File: config.mk
export PLATFORM = sky130hd
export DESIGN_NAME = demux_dispatch_flat
export DESIGN_NICKNAME = d
export VERILOG_FILES = /design/src/rtl/demux_dispatch_if.sv /design/src/rtl/demux_dispatch.sv /design/src/flat_wrapper.sv
export SDC_FILE = /design/constraint.sdc
export NUM_CORES = 1
export LEC_CHECK = 0
export CORE_MARGIN = 3
export CORE_UTILIZATION = 41
export DETAILED_ROUTE_END_ITERATION = 6
export HOLD_SLACK_MARGIN = 0.15
export PLACE_DENSITY = 0.83
export SYNTH_ARGS = -nofsm -noshare
export SYNTH_HDL_FRONTEND = slang
export SYNTH_SLANG_ARGS = --single-unit
File: constraint.sdc
create_clock -name clk -period 4 [get_ports clk]
set_input_delay 0.8 -clock clk [delete_from_list [all_inputs] [get_ports clk]]
set_output_delay 0.8 -clock clk [all_outputs]
set_load 0.01 [all_outputs]
File: src/rtl/demux_dispatch_if.sv
`default_nettype none
// ============================================================================
// Module      : demux_dispatch_if
// Description : Handshake bundle between an upstream source, the dispatcher
//               and N = 2**S downstream lanes.
// Revision    : 1.0 - initial release
// ============================================================================
interface demux_dispatch_if #(
   parameter int S = 3,
   parameter int T = 1
);
   localparam int N = 2**S;

   logic             in_valid;
   logic             in_ready;
   logic [T-1:0]     in_data;
   logic [S-1:0]     in_dest;
   logic             rr_en;
   logic [N-1:0]     out_valid;
   logic [N-1:0]     out_ready;
   logic [N*T-1:0]   out_data;

   // Dispatcher side.
   modport slave (
      input  in_valid, in_data, in_dest, rr_en, out_ready,
      output in_ready, out_valid, out_data
   );

   // Source/sink side.
   modport master (
      output in_valid, in_data, in_dest, rr_en, out_ready,
      input  in_ready, out_valid, out_data
   );
endinterface
`default_nettype wire

File: src/rtl/demux_dispatch.sv
`default_nettype none
// ============================================================================
// Module      : demux_dispatch
// Description : One-word register slice that steers each word to a single
//               output lane chosen by in_dest or by a round-robin pointer.
// Revision    : 1.0 - initial release
// ============================================================================
module demux_dispatch #(
   parameter int S = 3,
   parameter int T = 1
) (
   input  wire logic         clk,
   input  wire logic         rst_n,
   demux_dispatch_if.slave   bus
);
   typedef enum logic [0:0] {
      EMPTY = 1'b0,
      FULL  = 1'b1
   } state_t;

   state_t         state;
   state_t         state_nxt;
   logic [T-1:0]   held_data;
   logic [S-1:0]   held_dest;
   logic [S-1:0]   rr_ptr;
   logic           held_ready;
   logic           in_fire;

   assign held_ready = bus.out_ready[held_dest];
   assign in_fire    = bus.in_valid && bus.in_ready;

   always_ff @(posedge clk or negedge rst_n) begin
      if (!rst_n) begin
         state     <= EMPTY;
         held_data <= '0;
         held_dest <= '0;
         rr_ptr    <= '0;
      end else begin
         state <= state_nxt;
         if (in_fire) begin
            held_data <= bus.in_data;
            held_dest <= bus.rr_en ? rr_ptr : bus.in_dest;
            if (bus.rr_en) begin
               rr_ptr <= rr_ptr + S'(1);
            end
         end
      end
   end

   // in_ready depends only on state and the held lane's ready, never on in_valid.
   always_comb begin
      state_nxt     = state;
      bus.in_ready  = 1'b1;
      bus.out_valid = '0;
      bus.out_data  = '0;
      case (state)
         EMPTY: begin
            if (bus.in_valid) begin
               state_nxt = FULL;
            end
         end
         FULL: begin
            bus.in_ready                         = held_ready;
            bus.out_valid[held_dest]             = 1'b1;
            bus.out_data[int'(held_dest)*T +: T] = held_data;
            if (held_ready && !bus.in_valid) begin
               state_nxt = EMPTY;
            end
         end
      endcase
   end
endmodule
`default_nettype wire

File: src/flat_wrapper.sv
// flat-port wrapper written by rule: the top's interface ports become plain ports
module demux_dispatch_flat 
#(
   parameter int S = 3,
   parameter int T = 1
)
  (clk, rst_n, bus_in_valid, bus_in_data, bus_in_dest, bus_rr_en, bus_out_ready, bus_in_ready, bus_out_valid, bus_out_data);
  demux_dispatch_if #(.S(S), .T(T)) bus_i ();
  input  wire logic clk;
  input  wire logic rst_n;
  input wire logic [$bits(bus_i.in_valid)-1:0] bus_in_valid;
  input wire logic [$bits(bus_i.in_data)-1:0] bus_in_data;
  input wire logic [$bits(bus_i.in_dest)-1:0] bus_in_dest;
  input wire logic [$bits(bus_i.rr_en)-1:0] bus_rr_en;
  input wire logic [$bits(bus_i.out_ready)-1:0] bus_out_ready;
  output wire logic [$bits(bus_i.in_ready)-1:0] bus_in_ready;
  output wire logic [$bits(bus_i.out_valid)-1:0] bus_out_valid;
  output wire logic [$bits(bus_i.out_data)-1:0] bus_out_data;
  assign bus_i.in_valid = bus_in_valid;
  assign bus_i.in_data = bus_in_data;
  assign bus_i.in_dest = bus_in_dest;
  assign bus_i.rr_en = bus_rr_en;
  assign bus_i.out_ready = bus_out_ready;
  assign bus_in_ready = bus_i.in_ready;
  assign bus_out_valid = bus_i.out_valid;
  assign bus_out_data = bus_i.out_data;
  demux_dispatch #(.S(S), .T(T)) u_core (.clk(clk), .rst_n(rst_n), .bus(bus_i));
endmodule
==> results of run 1 <==
[power breakdown]
group | internal [W] | switching, W | leakage [nW] | total, W
sequential | 0.000123 | 0.0000480 | 0.0935 | 0.000171
combinational | 0.000245 | 0.000234 | 0.319 | 0.000480
clock | 0.0000344 | 0.0000292 | 0.0138 | 0.0000636
[synth_stat cells, drive strengths merged]
master	n
mux2i	6
ha	4
nor3	4
nor2	10
o221a	1
or2	1
o21ai	1
or3	1
nand2	9
nand3b	1
a21o	1
o31a	1
inv	4
mux2	3
nand2b	3
nor4	3
buf	1
dfrtp	8
nor2b	1
xor2	2
a21oi	2
mux4	1
nand3	1
[kinds of logic (layout without fill, tap and decap cells)]
group                    count (synthesis)  in the layout  share of synthesized area (%)
adder cells (fa/ha/maj)                  4              4                           7.87
AO/OA/AOI/OAI                            6              6                           9.84
buffers and inverters                    5             39                           3.15
flip-flops                               8              8                           31.5
XOR/XNOR                                 2              2                           2.76
multiplexers                            10             10                           18.9
AND/OR/NAND/NOR                         34             34                           26.0
[final cells by class]
class	instances	area share, %
flip-flops and latches	8	20.2
inverters	4	1.51
clock buffers	3	2.27
repair buffers	32	32.3
multi-input cells	56	41.9
well taps	15	1.89
[layer usage]
metal	up-vias	part of all wire, %	track usage [%]
li1	310	-	-
met1	296	38	20.2
met2	24	53	32.5
met3	2	8.0	5.53
met4	0	0.74	7.02
met5	-	0	0
[worst min-delay path by stage]
| stage | endpoint | slack, ns | cells after the start | start |
|---|---|---|---|---|
| 2_1_floorplan | u_core.rr_ptr[2]$_DFFE_PN0P_ | 0.44 | 1 | u_core.rr_ptr[2]$_DFFE_PN0P_ |
| 3_3_place_gp | u_core.rr_ptr[2]$_DFFE_PN0P_ | 0.45 | 1 | u_core.rr_ptr[2]$_DFFE_PN0P_ |
| 3_5_place_dp | u_core.rr_ptr[2]$_DFFE_PN0P_ | 0.46 | 1 | u_core.rr_ptr[2]$_DFFE_PN0P_ |
| 4_1_cts | u_core.rr_ptr[2]$_DFFE_PN0P_ | 0.47 | 1 | u_core.rr_ptr[2]$_DFFE_PN0P_ |
| 5_1_grt | u_core.rr_ptr[2]$_DFFE_PN0P_ | 0.50 | 1 | u_core.rr_ptr[2]$_DFFE_PN0P_ |
| 6_report | u_core.rr_ptr[2]$_DFFE_PN0P_ | 0.46 | 1 | u_core.rr_ptr[2]$_DFFE_PN0P_ |
[sequential cells by signal, summed over array words and instances (netlist names)]
signal / cells
u_core.held_dest: 3
u_core.state: 1
u_core.rr_ptr: 3
u_core.held_data: 1
[critical path, stage by stage]
cell and delay [ns]:
clkdlybuf4s50_1 0.40, mux4_2 0.50, nand2_2 0.13, nand2_1 0.08, clkdlybuf4s50_1 0.48
[metrics by stage]
step | instances | power [W] | worst slack (ns) | util [%] | hold WS, ns
floorplan | 69 | 0.000480 | 1.68 | - | 0.436
global placement | 115 | 0.000642 | 0.833 | 70.1 | 0.452
detailed placement | 115 | 0.000656 | 0.807 | 70.1 | 0.461
CTS | 118 | 0.000722 | 0.805 | 71.8 | 0.470
global route | 118 | 0.000787 | 0.702 | 71.8 | 0.503
finish | 118 | 0.000714 | 0.805 | 71.8 | 0.461
==> summary.txt, run 1 <==
Placed design
  – Routability congestion estimate: 0.744
  – DP Area: 970 µm²
  – Detailed Place HPWL: 1400 µm
  – Port bufs: 32

Die
  – Die X: 45.4 µm
  – Core Region: 1380 µm²
  – Row count: 13
  – Top Ports: 33
  – Die height: 45.4 µm
  – Die area: 2060 µm²
  – Starting Density: 46.0%

Timing
  – Crit share post-route: 79.9%
  – Worst Tran Pin Value: 0.353 ns
  – Max Freq: 0.313 GHz
  – Minimum clock period: 3.19 ns
  – Max-slew headroom: 76.4%
  – RSZ-0062 raised after global routing: no
  – Final hold violation count: 0
  – Setup TNS: 0 ns
  – Slew Viols, Final: 0
  – Fin Clk Skew: 0.0100 ns
  – Final setup violation count: 0

Critical path
  – Crit path DAT: 2.39 ns
  – R2R depth: 4
  – CP max FO: 4
  – Worst reg-to-reg setup slack: 2.27 ns
  – Crit path capture type: output pin
  – Crit path launch type: primary input
  – Worst r2r dst: u_core.held_data$_DFFE_PN0P_
  – Reg2Reg Launch Point: u_core.held_dest[0]$_DFFE_PN0P_
  – Critical Path RT: 3.20 ns
  – Worst setup path startpoint: bus_out_ready[7]
  – Kind of critical path: in2out
  – Critical Path End: bus_in_ready

CTS
  – Clock transition at path regs: 0.06 ns
  – Total CTS buffers: 3
  – Post-CTS sizing: 0
  – Clock Tree Buf Depth: 2
  – CTS tree: built
  – Cts hold-fix bufs: 0
  – Clk sinks: 8
  – Root Buffer: clkbuf_4
  – H-tree depth: 1
  – Post-CTS Setup Inserts: 0
  – Clk_lat worst skew: 0.26 ns

Global route
  – Largest net degree at the start of global routing: 9
  – Via count of the first global-routing pass: 626
  – Initial antenna violation count: 0
  – All-Layer GR Usage: 18.3%
  – First-pass GRT wire length: 2620 µm
  – GRT overflow: 0

Detailed routing
  – Vias: 632
  – Routed len/inst: 13.7 µm
  – 1st-iter DRT viols: 18
  – Final WL: 1620 µm
  – 1st-pass router iterations: 4
  – Routed Antenna Nets: 0
  – Via density: 5.36
  – Post-route DRC: 0

Yosys
  – Yosys cell types: 27
  – Synth top area share: 31.5%
  – Mapped cell area: 636 µm²
  – Mapped Nets: 89
  – Top post-synthesis cells by area: dfrtp_1 (31%), mux2i_1 (9.4%), ha_1 (7.9%), nor2_1 (5.9%), nand2_1 (4.7%)
  – Ys Warns: 0
  – Mapped Cells: 69
  – Yosys reg bits: 8
  – Seq/Total Area, Yosys: 31.5%
  – Yosys top cell by area: dfrtp_1
  – Avg Inst Size Synth: 9.21 µm²

Power
  – Leak: 0.426 nW
  – PD cells: 720 nW/µm²
  – VDD IR max: 413 µV

Cells and area
  – NumNets Final: 125
  – Layout area overhead: 56.1%
  – Layout cell share with drive strength beyond 1: 10.7%
  – Multi-input gate area: 415 µm²
  – # fillers: 109
  – FF+latch area: 200 µm²
  – Most common cell after layout, fill and taps aside: clkdlybuf4s50_1
  – Diode count: 0
  – Post-Layout Inst Area: 992 µm²
  – Most frequent cells in the layout: clkdlybuf4s50_1 (32), nor2_1 (10), nand2_1 (8), dfrtp_1 (8), mux2i_1 (6)

Run
  – # Max-Cap Violations: 0

Status
  – Status: finished, final reports clean

Min path
  – Min-Delay Path Class: reg2reg
No activity file was read; power rests on OpenSTA's default activity.
==> run 2, diff against run 1 <==
- CORE_UTILIZATION: 41 -> 38
- PLACE_DENSITY: 0.83 -> 0.77
- clock period: 4 -> 3.31 ns (I/O delays scaled with it)
==> run 2 against run 1 <==
Sequential power grew 22%; combinational power grew 19%; global-route usage shrank 3.6 points; sequential share of layout area is essentially flat; hold slack gained 0.034 ns; die area grew 6.8%; cell count grew 0.85%; utilization shrank 7.3 points; sequential cell count is the same; clock-buffer cell count is the same; routed wire length shrank 9.2%.
==> summary.txt, run 2 (synthesis results as in run 1) <==
Status
  – Status: finished, final reports clean

Critical path
  – Critical Path RT: 2.65 ns
  – CP max FO: 5
  – Reg2Reg Launch Point: u_core.held_dest[2]$_DFFE_PN0P_
  – Kind of critical path: reg2out
  – Crit path capture type: output pin
  – R2R depth: 4
  – Crit path launch type: flop
  – Crit path DAT: 2.30 ns
  – Worst reg-to-reg setup slack: 1.60 ns
  – Worst r2r dst: u_core.rr_ptr[1]$_DFFE_PN0P_

Cells and area
  – Largest regs: u_core.held_dest: 3 flops, u_core.rr_ptr: 3 flops
  – Most common cell after layout, fill and taps aside: clkdlybuf4s50_1
  – Most frequent cells in the layout: clkdlybuf4s50_1 (32), nor2_1 (10), nand2_1 (8), dfrtp_1 (8), mux2i_1 (6)
  – Post-Layout Inst Area: 993 µm²
  – NumNets Final: 125
  – Layout area overhead: 56.3%
  – Diode count: 0
  – Layout cell share with drive strength beyond 1: 10.7%

Die
  – Core Region: 1540 µm²
  – Die X: 46.9 µm
  – Starting Density: 41.2%
  – Top Ports: 33
  – Row count: 14
  – Die area: 2200 µm²
  – Die height: 46.9 µm

CTS
  – Post-CTS sizing: 0
  – Clk sinks: 8
  – CTS tree: built
  – Root Buffer: clkbuf_4
  – Total CTS buffers: 3
  – H-tree depth: 1
  – Clk_lat worst skew: 0.26 ns
  – Cts hold-fix bufs: 0
  – Clock Tree Buf Depth: 2
  – Clock transition at path regs: 0.05 ns
  – Post-CTS Setup Inserts: 0

Global route
  – Met1 usage in global routing: 18.7%
  – GR Util met3: 2.30%
  – Via count of the first global-routing pass: 533
  – First-pass GRT wire length: 2200 µm
  – All-Layer GR Usage: 14.7%
  – M2 GR Usage: 22.8%
  – GRT overflow: 0
  – Initial antenna violation count: 0
  – GRT Max-Usage Layer: met2
  – Largest net degree at the start of global routing: 9

Run
  – # Max-Cap Violations: 0

Timing
  – Max Freq: 0.337 GHz
  – Crit share post-route: 89.5%
  – Final setup violation count: 0
  – Slew Viols, Final: 0
  – RSZ-0062 raised after global routing: no
  – Minimum clock period: 2.96 ns
  – Setup TNS: 0 ns
  – Worst Tran Pin Value: 0.362 ns
  – Max-slew headroom: 75.8%
  – Final hold violation count: 0
  – Fin Clk Skew: 0.000491 ns

Min path
  – Hold Path Depth: 1
  – Hold Path Origin: u_core.rr_ptr[2]$_DFFE_PN0P_
  – WHS Endpoint: u_core.rr_ptr[2]$_DFFE_PN0P_
  – Min-Delay Path Class: reg2reg

Detailed routing
  – Post-route DRC: 0
  – 1st-iter DRT viols: 13
  – Vias: 631
  – Routed len/inst: 12.4 µm
  – Routed Antenna Nets: 0
  – 1st-pass router iterations: 4
  – Final WL: 1470 µm
  – Via density: 5.30

Power
  – PD cells: 863 nW/µm²
  – Leak: 0.426 nW
  – VDD IR max: 521 µV

Placed design
  – Port bufs: 32
  – Routability congestion estimate: 0.766
  – DP Area: 971 µm²
  – Detailed Place HPWL: 1200 µm
## run 2: final cells by class
| class | count | area [µm²] |
|---|---|---|
| clock buffer | 3 | 22.5 |
| fill | 141 | 548 |
| inverter | 4 | 15.0 |
| multi-input combinational | 56 | 415 |
| sequential | 8 | 200 |
| tap | 16 | 20.0 |
| timing repair buffer | 32 | 320 |
## run 2: how the worst max path moves through the flow
stage | from | endpoint | cells after the start | slack, ns
after global routing | u_core.held_dest[0]$_DFFE_PN0P_ | bus_out_data[4] | 6 | 0.13
after detailed placement | bus_out_ready[7] | bus_in_ready | 5 | 0.40
final | u_core.held_dest[0]$_DFFE_PN0P_ | bus_out_data[4] | 6 | 0.35
after floorplan | u_core.held_dest[0]$_DFFE_PN0P_ | bus_out_data[4] | 6 | 1.13
after CTS | u_core.held_dest[0]$_DFFE_PN0P_ | bus_out_data[4] | 6 | 0.32
after global placement | bus_out_ready[7] | bus_in_ready | 5 | 0.43
## run 2: through the flow
step           std cells  total power [W]  setup WS, ns  utilization (%)  hold WS (ns)
3_3_place_gp         116         0.000773         0.431             63.0         0.451
6_report             119         0.000858         0.347             64.4         0.495
5_1_grt              119         0.000938         0.131             64.4         0.508
3_5_place_dp         116         0.000785         0.400             63.0         0.473
4_1_cts              119         0.000866         0.319             64.4         0.488
2_1_floorplan         69         0.000580          1.13                -         0.366
## run 2: critical path, stage by stage (launching register included)
cell and delay (ns):
dfrtp_1 0.45, inv_1 0.11, ha_1 0.23, ha_1 0.34, nand2b_1 0.12, nor4_1 0.20
clkdlybuf4s50_1 0.59
## run 2: where the power goes
| group | leakage [nW] | total, W | switching (W) | internal [W] |
|---|---|---|---|---|
| registers | 0.0935 | 0.000208 | 0.0000599 | 0.000149 |
| logic | 0.319 | 0.000573 | 0.000276 | 0.000297 |
| clock network | 0.0138 | 0.0000765 | 0.0000349 | 0.0000416 |
## run 2: layer usage
metal	vias to the layer above	share of wire [%]
met2	30	47
li1	310	-
met3	6	9.9
met5	-	0
met1	285	41
met4	0	2.6
==> run 3, diff against run 2 <==
- CAP_MARGIN: not set -> 40
==> results of run 3 <==
Final layout, timing and power as in run 2 (identical DEF).
